<file path="config.mk">
export PLATFORM = sky130hd
export DESIGN_NAME = pc_fetch_unit
export DESIGN_NICKNAME = d
export VERILOG_FILES = /design/src/rtl/pc_fetch_unit.sv
export SDC_FILE = /design/constraint.sdc
export NUM_CORES = 1
export LEC_CHECK = 0
export CAP_MARGIN = 30
export CELL_PAD_IN_SITES_DETAIL_PLACEMENT = 1
export CELL_PAD_IN_SITES_GLOBAL_PLACEMENT = 1
export CORE_MARGIN = 1.5
export CORE_UTILIZATION = 31
export DETAILED_ROUTE_END_ITERATION = 12
export PLACE_DENSITY = 0.9
export SLEW_MARGIN = 20
export SYNTH_ARGS = -nofsm -noshare
export SYNTH_HDL_FRONTEND = slang
export SYNTH_SLANG_ARGS = --single-unit
</file>
<file path="constraint.sdc">
create_clock -name clk -period 4.7 [get_ports clk]
set_input_delay 0.47 -clock clk [delete_from_list [all_inputs] [get_ports clk]]
set_output_delay 0.47 -clock clk [all_outputs]
set_load 0.01 [all_outputs]
</file>
<file path="src/rtl/pc_fetch_unit.sv">
// Program counter and fetch sequencer for the single-cycle ARM datapath.
// Presents the PC to instruction memory, qualifies the returned word and
// supplies PC+4 (link) and PC+8 (R15 read value). Handles stall, branch
// redirect, halt on an all-zero word and a sticky misaligned-target fault.
module pc_fetch_unit #(
  parameter int unsigned          DATAWIDTH    = 32,
  parameter logic [DATAWIDTH-1:0] RESET_VECTOR = 32'h20004000,
  parameter bit                   HALT_ON_ZERO = 1'b1,
  parameter int unsigned          CNT_W        = 16
) (
  input  logic                 clk,
  input  logic                 reset,
  input  logic                 stall,
  input  logic                 branch_taken,
  input  logic [DATAWIDTH-1:0] branch_target,
  input  logic [DATAWIDTH-1:0] instr_in,
  output logic [DATAWIDTH-1:0] inst_address,
  output logic [DATAWIDTH-1:0] instr_out,
  output logic                 instr_valid,
  output logic [DATAWIDTH-1:0] pc_plus4,
  output logic [DATAWIDTH-1:0] pc_plus8,
  output logic                 halted,
  output logic                 misaligned_err,
  output logic [CNT_W-1:0]     fetch_count
);

  typedef enum logic [1:0] {StBoot, StRun, StHalt, StFault} state_e;

  state_e               state_q;
  logic [DATAWIDTH-1:0] pc_q;
  logic [CNT_W-1:0]     cnt_q;
  logic                 halted_q;
  logic                 fault_q;

  logic                 word_zero;
  logic                 tgt_misaligned;
  logic [CNT_W-1:0]     cnt_next;

  // Decode of the current fetch and the saturating counter increment
  always_comb begin
    word_zero      = HALT_ON_ZERO && (instr_in == '0);
    tgt_misaligned = (branch_target[1:0] != 2'b00);
    cnt_next       = (cnt_q == '1) ? cnt_q : cnt_q + CNT_W'(1);
  end

  // Fetch FSM with registered PC, counter and status flags
  always_ff @(posedge clk or posedge reset) begin
    if (reset) begin
      state_q  <= StBoot;
      pc_q     <= RESET_VECTOR;
      cnt_q    <= '0;
      halted_q <= 1'b0;
      fault_q  <= 1'b0;
    end else begin
      unique case (state_q)
        // One settling cycle after reset; PC is not advanced
        StBoot: state_q <= StRun;
        StRun: begin
          // Stall drops the branch request; the requester must hold it
          if (!stall) begin
            if (word_zero) begin
              state_q  <= StHalt;
              halted_q <= 1'b1;
            end else if (branch_taken && tgt_misaligned) begin
              state_q <= StFault;
              fault_q <= 1'b1;
            end else if (branch_taken) begin
              pc_q  <= branch_target;
              cnt_q <= cnt_next;
            end else begin
              pc_q  <= pc_q + DATAWIDTH'(4);
              cnt_q <= cnt_next;
            end
          end
        end
        // Terminal until reset
        StHalt:  ;
        StFault: ;
        default: ;
      endcase
    end
  end

  // Word qualification and PC-relative values from registered state
  always_comb begin
    instr_valid = (state_q == StRun) && !word_zero;
    instr_out   = instr_valid ? instr_in : '0;
    pc_plus4    = pc_q + DATAWIDTH'(4);
    pc_plus8    = pc_q + DATAWIDTH'(8);
  end

  assign inst_address   = pc_q;
  assign halted         = halted_q;
  assign misaligned_err = fault_q;
  assign fetch_count    = cnt_q;

endmodule

</file>
==> impl_metrics.tcl <==
set metrics [dict create \
    status "completed" \
    tightest_slew_ns 0.928 \
    p_leak_nw 2.53 \
    cp-start-kind "register" \
    ys_types 53 \
    gp_congestion 0.780 \
    end_kind "output port" \
    synthArstFlopShare_pct 100 \
    grtUsageMet3_pct 5.14 \
    fin_area_um2 6530 \
    viasPerCell 5.31 \
    grt_use_total_pct 22.0 \
    critPathMaxStageDelay_ns 0.70 \
    die_h_um 121 \
    worstPathCellList "ha_1 -> nand3_2 -> or4_4 -> nor4_4 -> xor2_1 -> clkdlybuf4s50_1" \
    fmax_ghz 0.278 \
    hold_buffers 0 \
    slew_headroom_pct 38.1 \
    total_power_mw 2.91 \
    cp_num_buf_inv 1 \
    grt_use_met1_pct 25.7 \
    cts_setup_buffers 0 \
    crit_cells 6 \
    synth_top_area_cell "dfrtp_1" \
    worstPathRequired_ns 4.23 \
    cts_tree "yes" \
    drc 0 \
    overflow 0 \
    syn_nets 572 \
    layout.nets 746 \
    synth_area_um2 4290 \
    rsz0062_at_grt "no" \
    core_um2 13300 \
    synth_area_per_cell_um2 8.55 \
    min_path_cells 1 \
    first_global_vias 4816 \
    slowest_stage "or4_4" \
    layout-drive-gt1-share_pct 7.40 \
    period_needed_ns 3.60 \
    drtAntennaViolNets 0 \
    ys_seq_area_share_pct 30.4 \
    grt_start_max_net_pins 66 \
    drtIter0Drc 207 \
    dp_hpwl_um 12400 \
    min_path_type "register to register" \
    vias 4526 \
    setup_viol 0 \
    avgRoutedWirePerCell_um 18.9 \
    area.growth.synth_to_final_pct 52.4 \
    crit_arrival_ns 3.13 \
    top_level_ports 215 \
    clk_latency_ns 0.30 \
    fin_setup_tns_ns 0 \
    n_fill_cell 1588 \
    finalClockSkew_ns 0.00918 \
    grt_antenna_before_repair 0 \
    irDropWorstVdd_mv 0.215 \
    synth_area_leaders "dfrtp_1 29%, xor2_1 9.2%, xnor2_1 5.1%" \
    dieArea_um2 14500 \
    synth-seq-cells 52 \
    synthCells 501 \
    cts_resized 0 \
    ff2ff_path_depth 4 \
    dr.pass1.iters 4 \
    grt_pass1_wl_um 25600 \
    drv_cap 0 \
    post-route-period-util_pct 76.5 \
    synth_edf_count 0 \
    cts_root_buf "clkbuf_16" \
    clockBufferDepth 2 \
    synth-main-ff-cell "dfrtp_1" \
    crit_family "simple AND/OR/NAND/NOR gates" \
    postPlaceCellArea_um2 6350 \
    synth_top_area_share_pct 29.2 \
    wl_um 16100 \
    report.final.slew_viol_count 0 \
    p_per_area_nw_per_um2 446 \
    io_buffers 214 \
    cts_buffers 5 \
    cts.clk_slew.worst_paths_ns 0.08 \
    num_rows 42 \
    hold_viol 0 \
    crit_type "register to output port" \
    initial_core_util_pct 32.1 \
    cts.sinks 52 \
    grt_busiest_layer "met2" \
    grt_use_met2_pct 40.2 \
    die_x_um 121 \
    cp_max_fo 9 \
    htreeDepth 2 \
    antenna_cells 0 \
    ys_warn_count 0 \
]
[worst paths after layout]
| path | to | slack [ns] | from |
|---|---|---|---|
| worst min register to register | misaligned_err | 0.51 | misaligned_err |
| worst max-delay path | pc_plus4[26] | 1.10 | inst_address[2] |
| min in group asynchronous | inst_address[2] | 0.70 | reset |
| worst max register to register | inst_address[23] | 2.11 | state_q[1] |
| worst min-delay path | misaligned_err | 0.51 | misaligned_err |
| max in group asynchronous | inst_address[16] | 3.53 | reset |
[power by group]
| part | total [mW] | internal [mW] | leakage, nW | switching, mW |
|---|---|---|---|---|
| combinational | 1.56 | 0.895 | 1.80 | 0.667 |
| sequential | 0.901 | 0.574 | 0.644 | 0.327 |
| clock | 0.448 | 0.268 | 0.0871 | 0.180 |
| total | 2.91 | 1.74 | 2.53 | 1.17 |
[kinds of logic after synthesis]
kind of cell | Yosys count | share of synthesized area, %
compound gates | 83 | 12.7
mux | 5 | 1.20
fa+ha+maj | 3 | 0.876
buf+inv | 67 | 9.37
flops | 52 | 30.4
xor+xnor | 70 | 14.3
simple gates | 221 | 31.2
[synth_stat cells, types with 3 or more instances]
master,instances
a21oi_1,11
a22oi_1,10
a31oi_1,4
and2_1,32
buf_2,8
buf_4,9
buf_6,14
clkbuf_1,21
dfrtp_1,50
ha_1,3
inv_1,14
mux2i_1,4
nand2_1,30
nand3_1,17
nand4_1,19
nor2_1,36
nor3_1,21
nor3_2,6
nor4_1,26
nor4_4,4
o211ai_1,3
o21a_1,3
o21ai_0,29
o22a_1,3
o22ai_1,3
o2bb2ai_1,7
or2_2,5
or3_1,3
or4_4,4
xnor2_1,25
xor2_1,45
[per-layer routing]
metal	share of wire [%]	vias up
met5	0	-
li1	-	2102
met2	51	174
met3	7.1	27
met4	2.1	0
met1	40	2223
[final cells by class]
type / instances / area (um^2) / share of cell area [%]
well taps: 176 / 220 / 3.37
inverters: 14 / 52.6 / 0.805
clock inverters: 2 / 38.8 / 0.594
clock buffers: 6 / 139 / 2.13
repair buffers: 220 / 2180 / 33.4
flip-flops and latches: 52 / 1300 / 20.0
multi-input cells: 382 / 2590 / 39.7
[through the flow]
step / setup slack (ns) / std cells / utilization [%] / hold slack (ns)
2_1_floorplan: 2.10 / 501 / - / 0.473
3_3_place_gp: 1.37 / 843 / 47.5 / 0.441
3_5_place_dp: 1.19 / 844 / 47.6 / 0.479
4_1_cts: 1.10 / 852 / 48.9 / 0.510
5_1_grt: 0.898 / 852 / 48.9 / 0.533
6_report: 1.10 / 852 / 48.9 / 0.507
[cells in the final DEF, fill, tap and decap left out, types with 4 or more instances in the layout]
master	instances
nor3_1	20
or2_2	5
buf_4	6
clkdlybuf4s50_1	213
mux2i_1	4
xor2_1	45
dfrtp_1	50
or4_4	4
clkbuf_16	5
inv_1	13
nand4_1	19
xnor2_1	25
nor2_1	36
o21ai_0	29
nor4_1	26
nand2_1	30
nand3_1	17
nor4_4	4
nor3_2	7
o2bb2ai_1	7
a22oi_1	10
a31oi_1	4
and2_1	32
a21oi_1	11
[sequential cells by signal, summed over array words and instances, names as in the netlist]
name / cells
fetch_count: 16
state_q: 2
inst_address: 32
halted: 1
misaligned_err: 1
Power figures use the tool's default switching activity.
